`src/rtl/instruction_sequencer_if.sv`:
```
// rtl/instruction_sequencer_if.sv - sequencer-to-memory/decoder bus with master/slave modports
interface instruction_sequencer_if #(
  parameter int OPCODE_WIDTH  = 3,
  parameter int OPERAND_WIDTH = 8,
  parameter int PC_WIDTH      = 5
);
  logic                                  start;
  logic                                  resume;
  logic [PC_WIDTH-1:0]                   imem_addr;
  logic [OPCODE_WIDTH+OPERAND_WIDTH-1:0] imem_rdata;
  logic [OPCODE_WIDTH-1:0]               opcode;
  logic [OPERAND_WIDTH-1:0]              operand;
  logic                                  instr_valid;
  logic                                  f_wait;
  logic                                  busy;
  logic [PC_WIDTH-1:0]                   pc;

  modport master (
    input  start, resume, imem_rdata, f_wait,
    output imem_addr, opcode, operand, instr_valid, busy, pc
  );

  modport slave (
    output start, resume, imem_rdata, f_wait,
    input  imem_addr, opcode, operand, instr_valid, busy, pc
  );
endinterface

```
`src/rtl/instruction_sequencer.sv`:
```
// rtl/instruction_sequencer.sv - PC/IR sequencer feeding the decoder, FETCH/LOAD/EXEC slots with WAIT parking
// Define SEQ_LOOP_EN to wrap the program counter at PROG_LEN-1 instead of halting.
module instruction_sequencer #(
  parameter int                    OPCODE_WIDTH  = 3,
  parameter int                    OPERAND_WIDTH = 8,
  parameter int                    PC_WIDTH      = 5,
  parameter int                    PROG_LEN      = 32,
  parameter logic [OPCODE_WIDTH-1:0] NOP_OPCODE  = 3'b111
) (
  input logic                     clk,
  input logic                     rst,
  instruction_sequencer_if.master bus
);
  localparam int                  IW      = OPCODE_WIDTH + OPERAND_WIDTH;
  localparam logic [PC_WIDTH-1:0] LAST_PC = PC_WIDTH'(PROG_LEN - 1);

  typedef enum logic [2:0] {
    S_IDLE,
    S_FETCH,
    S_LOAD,
    S_EXEC,
    S_WAIT,
    S_HALT
  } state_t;

  state_t              r_state;
  state_t              w_state_nxt;
  state_t              w_adv_state;
  logic [PC_WIDTH-1:0] r_pc;
  logic [PC_WIDTH-1:0] w_pc_nxt;
  logic [PC_WIDTH-1:0] w_adv_pc;
  logic [IW-1:0]       r_ir;
  logic [IW-1:0]       w_ir_nxt;
  logic                w_exec;

  always_ff @(posedge clk or posedge rst) begin
    if (rst) begin
      r_state <= S_IDLE;
      r_pc    <= '0;
      r_ir    <= '0;
    end else begin
      r_state <= w_state_nxt;
      r_pc    <= w_pc_nxt;
      r_ir    <= w_ir_nxt;
    end
  end

  // Where the program counter goes after an instruction retires.
  always_comb begin
    w_adv_state = S_FETCH;
    w_adv_pc    = r_pc + PC_WIDTH'(1);
    if (r_pc == LAST_PC) begin
`ifdef SEQ_LOOP_EN
      w_adv_pc    = '0;
      w_adv_state = S_FETCH;
`else
      w_adv_pc    = r_pc;
      w_adv_state = S_HALT;
`endif
    end
  end

  always_comb begin
    w_state_nxt = r_state;
    w_pc_nxt    = r_pc;
    w_ir_nxt    = r_ir;
    case (r_state)
      S_IDLE:  if (bus.start) w_state_nxt = S_FETCH;
      S_FETCH: w_state_nxt = S_LOAD;
      S_LOAD: begin
        w_ir_nxt    = bus.imem_rdata;
        w_state_nxt = S_EXEC;
      end
      S_EXEC: begin
        if (bus.f_wait) begin
          w_state_nxt = S_WAIT;
        end else begin
          w_state_nxt = w_adv_state;
          w_pc_nxt    = w_adv_pc;
        end
      end
      S_WAIT: begin
        if (bus.resume) begin
          w_state_nxt = w_adv_state;
          w_pc_nxt    = w_adv_pc;
        end
      end
      S_HALT:  w_state_nxt = S_HALT;
      default: w_state_nxt = S_IDLE;
    endcase
  end

  // Outputs decode only from registers, so f_wait cannot loop back through opcode.
  assign w_exec          = (r_state == S_EXEC);
  assign bus.opcode      = w_exec ? r_ir[IW-1 -: OPCODE_WIDTH] : NOP_OPCODE;
  assign bus.operand     = w_exec ? r_ir[OPERAND_WIDTH-1:0] : '0;
  assign bus.instr_valid = w_exec;
  assign bus.busy        = (r_state != S_IDLE) && (r_state != S_HALT);
  assign bus.imem_addr   = r_pc;
  assign bus.pc          = r_pc;
endmodule

```
`src/flat_wrapper.sv`:
```
// flat-port wrapper written by rule: the top's interface ports become plain ports
module instruction_sequencer_flat 
#(
  parameter int                    OPCODE_WIDTH  = 3,
  parameter int                    OPERAND_WIDTH = 8,
  parameter int                    PC_WIDTH      = 5,
  parameter int                    PROG_LEN      = 32,
  parameter logic [OPCODE_WIDTH-1:0] NOP_OPCODE  = 3'b111
)
  (clk, rst, bus_start, bus_resume, bus_imem_rdata, bus_f_wait, bus_imem_addr, bus_opcode, bus_operand, bus_instr_valid, bus_busy, bus_pc);
  instruction_sequencer_if #(.OPCODE_WIDTH(OPCODE_WIDTH), .OPERAND_WIDTH(OPERAND_WIDTH), .PC_WIDTH(PC_WIDTH)) bus_i ();
  input logic clk;
  input logic rst;
  input wire logic [$bits(bus_i.start)-1:0] bus_start;
  input wire logic [$bits(bus_i.resume)-1:0] bus_resume;
  input wire logic [$bits(bus_i.imem_rdata)-1:0] bus_imem_rdata;
  input wire logic [$bits(bus_i.f_wait)-1:0] bus_f_wait;
  output wire logic [$bits(bus_i.imem_addr)-1:0] bus_imem_addr;
  output wire logic [$bits(bus_i.opcode)-1:0] bus_opcode;
  output wire logic [$bits(bus_i.operand)-1:0] bus_operand;
  output wire logic [$bits(bus_i.instr_valid)-1:0] bus_instr_valid;
  output wire logic [$bits(bus_i.busy)-1:0] bus_busy;
  output wire logic [$bits(bus_i.pc)-1:0] bus_pc;
  assign bus_i.start = bus_start;
  assign bus_i.resume = bus_resume;
  assign bus_i.imem_rdata = bus_imem_rdata;
  assign bus_i.f_wait = bus_f_wait;
  assign bus_imem_addr = bus_i.imem_addr;
  assign bus_opcode = bus_i.opcode;
  assign bus_operand = bus_i.operand;
  assign bus_instr_valid = bus_i.instr_valid;
  assign bus_busy = bus_i.busy;
  assign bus_pc = bus_i.pc;
  instruction_sequencer #(.OPCODE_WIDTH(OPCODE_WIDTH), .OPERAND_WIDTH(OPERAND_WIDTH), .PC_WIDTH(PC_WIDTH), .PROG_LEN(PROG_LEN), .NOP_OPCODE(NOP_OPCODE)) u_core (.clk(clk), .rst(rst), .bus(bus_i));
endmodule
```
`config.mk`:
```
export PLATFORM = sky130hd
export DESIGN_NAME = instruction_sequencer_flat
export DESIGN_NICKNAME = d
export VERILOG_FILES = /design/src/rtl/instruction_sequencer_if.sv /design/src/rtl/instruction_sequencer.sv /design/src/flat_wrapper.sv
export SDC_FILE = /design/constraint.sdc
export NUM_CORES = 1
export LEC_CHECK = 0
export CORE_UTILIZATION = 44
export CTS_CLUSTER_DIAMETER = 30
export DETAILED_ROUTE_END_ITERATION = 10
export PLACE_DENSITY = 0.81
export SKIP_LAST_GASP = 1
export SYNTH_ARGS = -nofsm -noshare
export SYNTH_HDL_FRONTEND = slang
export SYNTH_SLANG_ARGS = --single-unit
```
`constraint.sdc`:
```
create_clock -name clk -period 1.8 [get_ports clk]
set_input_delay 0.36 -clock clk [delete_from_list [all_inputs] [get_ports clk]]
set_output_delay 0.36 -clock clk [all_outputs]
set_load 0.03 [all_outputs]
```
# [Word-level counts from Yosys, hierarchy flattened]
# Index checks and enable logic that the tools add are counted.
[word_totals] ff_bits=19 latch_bits=0 ram_bits=0 mem_bits_ro=0 input_bits=16 wordCells=31 memories=0
[classes] n_addsub=1 mul=0 n_div=0 order_cmp=0 eq_ne=10 n_shift=0 muxes=11 bitwise=0 n_reduce_logical=6
[op_table] cell="3-bit one-hot mux with 6 select lines" n=1
[op_table] cell="3-bit 2-to-1 mux" n=5
[op_table] cell="5-bit 2-to-1 mux" n=3
[op_table] cell="5-bit one-hot mux with 2 select lines" n=1
[op_table] cell="8-bit 2-to-1 mux" n=1
[op_table] cell="3-bit by 2-bit equality test with 1-bit output (second input constant)" n=2
[op_table] cell="3-bit equality test (second input constant)" n=2
[op_table] cell="2-bit inequality test (second input constant)" n=3
[op_table] cell="5-bit by 1-bit adder with 5-bit output (second input constant)" n=1
[op_table] cell="5-bit equality test (second input constant)" n=1
[op_table] cell="3-bit by 1-bit equality test with 1-bit output (second input constant)" n=1
[op_table] cell="3-bit logical NOT" n=1
[op_table] cell="3-bit inequality test (second input constant)" n=1
[op_table] cell="3-bit AND reduction" n=1
[op_table] cell="3-bit nonzero test" n=1
[op_table] cell="2-bit AND reduction" n=1
[op_table] cell="2-bit nonzero test" n=1
[op_table] cell="1-bit logical AND" n=1

# [Depth between registers and ports, before layout]
# Gate-level depths: netlist of run 1.
[logic_depth] depth_word=4 depth_mapped=6 depth_no_buf=6

# [Least setup slack after synthesis of run 1]
# Ideal clock, no wire load.
[synth_timing] path_kind="register to register" startpoint="reg u_core.r_pc[0], in the netlist u_core.bus.imem_addr[0]" endpoint="reg u_core.r_pc[1], in the netlist u_core.bus.imem_addr[1]" setup_time_ns=0.125 arrival_time_ns=1.665 required_ns=1.675 setup_slack_ns=0.010 stages_incl_launch_ff=6 path_buffers=0 cell_sequence="dfrtp_1 -> ha_1 -> and3_1 -> ha_1 -> a21oi_4 -> mux2_4"
[synth_between] elab_chain_len=4 elab_cells_between_ends=6 classes_between="add/sub (1); eq/ne (1); mux (4)"
[synth_rtl] element="start, declared" line="instruction_sequencer.sv:29" source="logic [PC_WIDTH-1:0] r_pc;"
[synth_rtl] element="start signal, assigned" line="instruction_sequencer.sv:43" source="r_pc <= w_pc_nxt;"
[synth_rtl] element="5-bit by 1-bit adder with 5-bit output or 5-bit equality test (tied branches)" line="instruction_sequencer.sv:51, instruction_sequencer.sv:52"
[synth_rtl] element="5-bit 2-to-1 mux *" line="instruction_sequencer.sv:52" source="if (r_pc == LAST_PC) begin"
[synth_rtl] element="5-bit 2-to-1 mux, on equally long branches" line="instruction_sequencer.sv:83, instruction_sequencer.sv:75"
[synth_rtl] element="5-bit one-hot mux with 2 select lines *" line="instruction_sequencer.sv:67" source="case (r_state)"
# Every way passes the cells marked *; elsewhere a longest branch is shown, timed or not. The select of a mux whose other input is x is not followed.
# A chain may end at the register's enable or synchronous reset.

# [Worst setup path after layout of run 1]
[layout_timing] startpoint="reg u_core.r_pc[4], in the netlist u_core.bus.imem_addr[4]" endpoint="out bus_pc[4]"
[layout_rtl] element="end, declared" line="flat_wrapper.sv:23" source="output wire logic [$bits(bus_i.pc)-1:0] bus_pc;"
# No word-level cell between the ends.

==> key figures, run 1 <==
Worst setup path
  – Family with the most delay on the worst path: buffers and inverters
  – Crit Path Category: reg -> out
  – Crit. End Element: primary output
  – Crit Reg-Reg Endpoint: u_core.bus.imem_addr[4]$_DFFE_PP0P_
  – FF-to-FF path depth: 5
  – Startpoint class of the critical path: flop
  – Worst reg2reg setup slack: about 80 ps
  – WP data required: between 1000 and 1500 ps
  – R2r startpoint: u_core.bus.imem_addr[1]$_DFFE_PP0P_
  – Max FO, Critical Path: 4
  – Worst Path Buf+Inv: 1
  – Critical Path Max Stage Delay: a little under 700 ps
  – Cell Chain, Critical Path: clkdlybuf4s50_1
  – CP arrival: approximately 1400 ps
  – Slowest CP cell: clkdlybuf4s50_1

CTS
  – Clock Latency Late Sink: just under 300 ps
  – Reg clk slew, reported paths: about 110 ps
  – CTS sink count: 19
  – Root buf cell: clkbuf_4
  – Clk buf depth: 2
  – Postcts setup bufs: 0
  – CTS tree: yes
  – Cts bufs inserted: 3
  – H-tree depth: 1
  – CTS Hold Bufs: 0

Synthesis
  – Yosys warns: 0
  – Mean post-synth cell area: roughly 13 um2
  – Yosys cell types: 26
  – Synth Net Count: 102
  – Post-Syn Area: approximately 1100 um2
  – Mapped Cells: 84
  – Post-synthesis register bit count: 19
  – Seq/Total Area, Yosys: 0.430

GRT
  – Vias in the first global route: 685
  – Initial antenna violation count: 0
  – Global Route Usage Sum: 0.167
  – Largest net degree at the start of global routing: 20
  – First-pass GRT wire length: 3230 um
  – Grt ovf: 0

Placed design
  – Port Buffers: 38
  – DPL Wire Length: between 1500 and 2000 um
  – GP Congestion: 0.686
  – Pre-CTS WS: between 30 and 40 ps

Flow run
  – Total of max-cap violations: 0

Floorplanning
  – Die Span Y: approximately 52 um
  – Boundary Pins: 39
  – Core ar.: between 2000 and 2500 um2
  – # rows: 17
  – Die area: between 2000 and 3000 um2
  – Die X: between 50 and 60 um
  – Starting density of the core: 0.481

Layout
  – Most frequent cells in the layout: buf_4, dfrtp_1, clkdlybuf4s50_1, mux2_4, and2_1
  – Finished Core Util: 0.651
  – Commonest non-fill, non-tap cell in the layout: buf_4
  – Nets: around 140
  – Layout cells sized above 1: 0.355
  – # diodes: 0
  – Area growth syn-to-layout: 35.3%

Routing
  – First DRT Iteration DRCs: 4
  – Final wirelength: between 2000 and 2500 um
  – Post-route ant nets: 0
  – DRC violations left: 0
  – Vias/cell: 4.87
  – 1st-pass router iterations: 4
  – Vias: 740
  – Post-DR wirelength/cell: approximately 14 um

STA
  – Slew @ Worst Pin: around 320 ps
  – PnR worst setup slack: about 45 ps
  – RSZ-0062 raised after global routing: false
  – WHS: 382 ps
  – Clk_skew: approximately 3.1 ps
  – Setup_tns: 0 ps
  – Min cycle time layout: between 1500 and 2000 ps
  – Fin. max-slew vios: 0
  – Final hold vios: 0
  – Fmax: about 570 MHz
  – Max transition margin: 0.789
  – # setup viols final: 0
  – Period utilization: 0.975

Run status
  – Run status: finished clean

Pwr
  – P_leak: just over 0.7 nW
  – Pwr dens: just under 2000 nW/um2
  – Worst vdd ir: ~1.2 mV

Hold path
  – Min-delay worst type: in -> async
## layout make-up
class	count	area (um2)
Fill cell	214	801
Tap cell	28	35.0
Clock inverter	1	5.00
Clock buffer	3	22.5
Multi-Input combinational cell	54	549
Sequential cell	19	475
Inverter	2	7.51
Timing Repair Buffer	45	402
## cells by family after synthesis
| logic type | Yosys count | synth area share |
|---|---|---|
| AO/OA/AOI/OAI | 7 | 0.0577 |
| adder cells (fa/ha/maj) | 2 | 0.0226 |
| flip-flops | 19 | 0.430 |
| buffers and inverters | 12 | 0.0826 |
| XOR/XNOR | 5 | 0.0396 |
| AND/OR/NAND/NOR | 26 | 0.195 |
| multiplexers | 13 | 0.173 |
## per-layer routing
layer  wire length (um)  up-vias  track usage
met5                  0        -            0
met3                144        2       0.0351
met1                947      349        0.213
met2               1060       25        0.274
li1                   -      364            -
met4                 13        0       0.0658
## cells in the mapped netlist (all sizes together)
cell      n  area [um2]
dfrtp    19         475
a21o      1        7.51
nand4bb   2        55.1
and2      8        50.1
a21oi     3        26.3
nor3b     3        33.8
a221oi    1        8.76
xnor2     2        17.5
ha        2        25.0
inv       2        7.51
nand2b    6        37.5
and3      1        6.26
nand3     1        5.00
nor2      3        11.3
o22a      1        8.76
buf      10        83.8
and3b     1        10.0
nor2b     1        6.26
a211oi    1        12.5
xor2      3        26.3
mux2     13         191
## power by group
group	total [W]	switching, W	leakage, nW	internal (W)
sequential	0.000807	0.000160	0.228	0.000648
clock	0.000213	0.000131	0.0177	0.0000826
combinational	0.00189	0.000955	0.482	0.000939
total	0.00291	0.00125	0.727	0.00167
## how the worst max path moves through the flow
stage	slack, ps	to	startpoint	cells after the start
5_1_grt	2	bus_pc[4]	u_core.bus.imem_addr[4]$_DFFE_PP0P_	1
3_5_place_dp	40	u_core.bus.imem_addr[4]$_DFFE_PP0P_	bus_f_wait	4
3_3_place_gp	80	u_core.bus.imem_addr[1]$_DFFE_PP0P_	bus_f_wait	4
4_1_cts	2	bus_pc[3]	u_core.bus.imem_addr[3]$_DFFE_PP0P_	1
6_report	50	bus_pc[4]	u_core.bus.imem_addr[4]$_DFFE_PP0P_	1
2_1_floorplan	10	u_core.bus.imem_addr[1]$_DFFE_PP0P_	u_core.bus.imem_addr[0]$_DFFE_PP0P_	5
## registers in the layout (all words and copies together) (netlist names)
register              flops
u_core.bus.imem_addr      5
u_core.r_state            3
u_core.r_ir              11
## stage by stage
step	cells	power [W]	instance area, um2
2_1_floorplan	84	0.00224	1110
3_3_place_gp	147	0.00270	1460
3_5_place_dp	147	0.00274	1460
4_1_cts	151	0.00293	1480
5_1_grt	152	0.00310	1500
6_report	152	0.00291	1500
## repair_timing
item / in CTS / in global routing
gates cloned: 0 / 1
setup endpoints to repair: 5 / 11
resized for setup: 5 / 4
pin swaps: 0 / 0
Note: power is estimated with default switching activity, not from simulation.
==> run 2, diff against run 1 <==
- CORE_UTILIZATION: 44 -> 46
- CTS_BUF_LIST: default -> sky130_fd_sc_hd__clkbuf_4
- PLACE_DENSITY: 0.81 -> 0.84
==> key figures, run 2 (synthesis gave the netlist of run 1 again) <==
Run status
  – Run status: finished clean

Layout
  – Largest reg by FF count: u_core.r_ir
  – Layout cells sized above 1: 0.350 (-0.00525)
  – Register area: 475 um2 (unchanged)
  – Multi-input logic area: 549 um2 (unchanged)
  – Most frequent cells in the layout: buf_4, dfrtp_1, clkdlybuf4s50_1, mux2_4, and2_1
  – Cell area after layout: 1500 um2 (+0.42%)
  – # diodes: 0 (unchanged)
  – Max reg flops: 11 (unchanged)
  – Area growth syn-to-layout: 35.9%
  – Filler Cells Inserted: 180 (-16%)
  – Nets: 142 (-0.70%)

CTS
  – CTS sink count: 19 (unchanged)
  – Root buf cell: clkbuf_4
  – CTS tree: yes
  – CTS Hold Bufs: 0 (unchanged)
  – Cts bufs inserted: 3 (unchanged)
  – Clock Latency Late Sink: 280 ps (about the same)
  – Clk buf depth: 2 (unchanged)
  – Reg clk slew, reported paths: 110 ps (about the same)
  – H-tree depth: 1 (unchanged)

Worst setup path
  – Max FO, Critical Path: 4 (unchanged)
  – CP arrival: 1380 ps (about the same)
  – Crit. End Element: primary output
  – Startpoint class of the critical path: flop
  – Cell Chain, Critical Path: clkdlybuf4s50_1
  – Critical Path Max Stage Delay: 690 ps (about the same)
  – WP data required: 1440 ps (about the same)
  – Crit Path Category: reg -> out
  – Family with the most delay on the worst path: buffers and inverters
  – Slowest CP cell: clkdlybuf4s50_1
  – Worst Path Buf+Inv: 1 (unchanged)

Floorplanning
  – Die area: 2600 um2 (-4.2%)
  – Core ar.: 2230 um2 (-2.8%)
  – Boundary Pins: 39 (unchanged)
  – Die Span Y: 51.0 um (-2.1%)
  – # rows: 17 (unchanged)
  – Die X: 51.0 um (-2.1%)
  – Starting density of the core: 0.495 (+0.0138)

Flow run
  – Total of max-cap violations: 0 (unchanged)

STA
  – Setup_tns: 0 ps (unchanged)
  – Max transition margin: 0.783 (-0.00566)
  – Final hold vios: 0 (unchanged)
  – Clk_skew: 4.42 ps (+1.36 ps)
  – Min cycle time layout: 1740 ps (-12.4 ps)
  – Period utilization: 0.968 (-0.00689)
  – Slew @ Worst Pin: 325 ps (+8.47 ps)
  – RSZ-0062 raised after global routing: false
  – Fin. max-slew vios: 0 (unchanged)
  – Fmax: 574 MHz (+0.71%)
  – # setup viols final: 0 (unchanged)

Routing
  – First DRT Iteration DRCs: 4 (unchanged)
  – DRC violations left: 0 (unchanged)
  – Final wirelength: 2040 um (-6.1%)
  – Post-DR wirelength/cell: 13.5 um (-5.5%)
  – Vias/cell: 4.96 (+1.9%)
  – Vias: 749 (+1.2%)
  – Post-route ant nets: 0 (unchanged)
  – 1st-pass router iterations: 4 (unchanged)

GRT
  – GRT Max-Usage Layer: met2
  – Met1 Usage GRT: 0.207 (-0.00574)
  – Initial antenna violation count: 0 (unchanged)
  – Global Route Usage Sum: 0.169 (+0.00212)
  – M2 GR Usage: 0.303 (+0.0291)
  – Vias in the first global route: 758 (+11%)
  – Largest net degree at the start of global routing: 20 (unchanged)
  – First-pass GRT wire length: 3330 um (+3.0%)
  – Grt ovf: 0 (unchanged)
  – Met3 Usage GRT: 0.0298 (-0.00533)

Placed design
  – Port Buffers: 38 (unchanged)
  – GP Congestion: 0.690 (+0.57%)
  – Placed cell area: 1450 um2 (-0.52%)
  – DPL Wire Length: 1480 um (-5.5%)

Pwr
  – Clock power frac: 0.070 (-0.003)
  – Sw frac: 0.424 (-0.00374)
  – Register share of total power: 0.275 (-0.002)
  – Switching power: 0.00123 W (-1.2%)
  – Overall power: 0.00290 W (-0.38%)
  – P_leak: 0.766 nW (+5.3%)
  – Internal power: 0.00167 W (+0.27%)
  – Pwr dens: 1930 nW/um2 (-0.79%)
  – Worst vdd ir: 1.11 mV (-7.3%)
  – Combinational share of power: 0.655 (+0.005)

Hold path
  – Min-delay worst type: in -> async
## run 2: cell types whose count changed in the layout (fill, tap and decap cells not counted), sizes merged
cell and delta:
dlymetal6s2s +4, buf -1, clkdlybuf4s50 -1, dlygate4sd2 -3
## run 2: worst paths after layout
check	end	cells after the start	startpoint	slack [ps]
setup reg to reg	u_core.bus.imem_addr[4]$_DFFE_PP0P_	5	u_core.bus.imem_addr[1]$_DFFE_PP0P_	100
hold reg to reg	u_core.r_ir[7]$_DFFE_PP0N_	1	u_core.r_ir[7]$_DFFE_PP0N_	510
min in group clk	u_core.r_ir[7]$_DFFE_PP0N_	1	u_core.r_ir[7]$_DFFE_PP0N_	510
setup / recovery	bus_imem_addr[4]	1	u_core.bus.imem_addr[4]$_DFFE_PP0P_	60
max in group asynchronous	u_core.r_state[2]$_DFFE_PP0P_	3	rst	1210
hold / removal	u_core.bus.imem_addr[1]$_DFFE_PP0P_	3	rst	390
## run 2: through the flow
| stage | hold slack [ps] | setup WS [ps] | cells | util |
|---|---|---|---|---|
| 3_5_place_dp | 484 | 21.3 | 146 | 0.649 |
| 4_1_cts | 399 | 12.5 | 150 | 0.661 |
| 3_3_place_gp | 482 | 81.4 | 146 | 0.649 |
| 6_report | 392 | 57.7 | 151 | 0.673 |
| 2_1_floorplan | 311 | 10.3 | 84 | - |
| 5_1_grt | 403 | 7.39 | 151 | 0.673 |
## run 2: cell type report
type | instances | area share
repair buffers | 44 | 0.271
inverters | 2 | 0.00500
flip-flops and latches | 19 | 0.316
well taps | 28 | 0.0233
clock buffers | 3 | 0.0150
multi-input cells | 54 | 0.366
clock inverters | 1 | 0.00333
## run 2: what timing repair did
| item | CTS | global route |
|---|---|---|
| endpoints found under the setup margin | 2 | 15 |
| setup buffers | 0 | 0 |
| gates cloned | 0 | 1 |
| resized for setup | 2 | 8 |
## run 2: power by group through the flow
stage	Combinational [W]	Clock (W)	Sequential, W
after detailed placement	0.00192	0	0.000799
after CTS	0.00192	0.000211	0.000793
after global routing	0.00202	0.000236	0.000833
final	0.00190	0.000204	0.000798
after floorplan	0.00135	0	0.000889
after global placement	0.00189	0	0.000792
## run 2: layer usage
| metal | vias up | routed length, um |
|---|---|---|
| li1 | 364 | - |
| met5 | - | 0 |
| met1 | 358 | 920 |
| met3 | 2 | 114 |
| met2 | 25 | 991 |
| met4 | 0 | 9 |
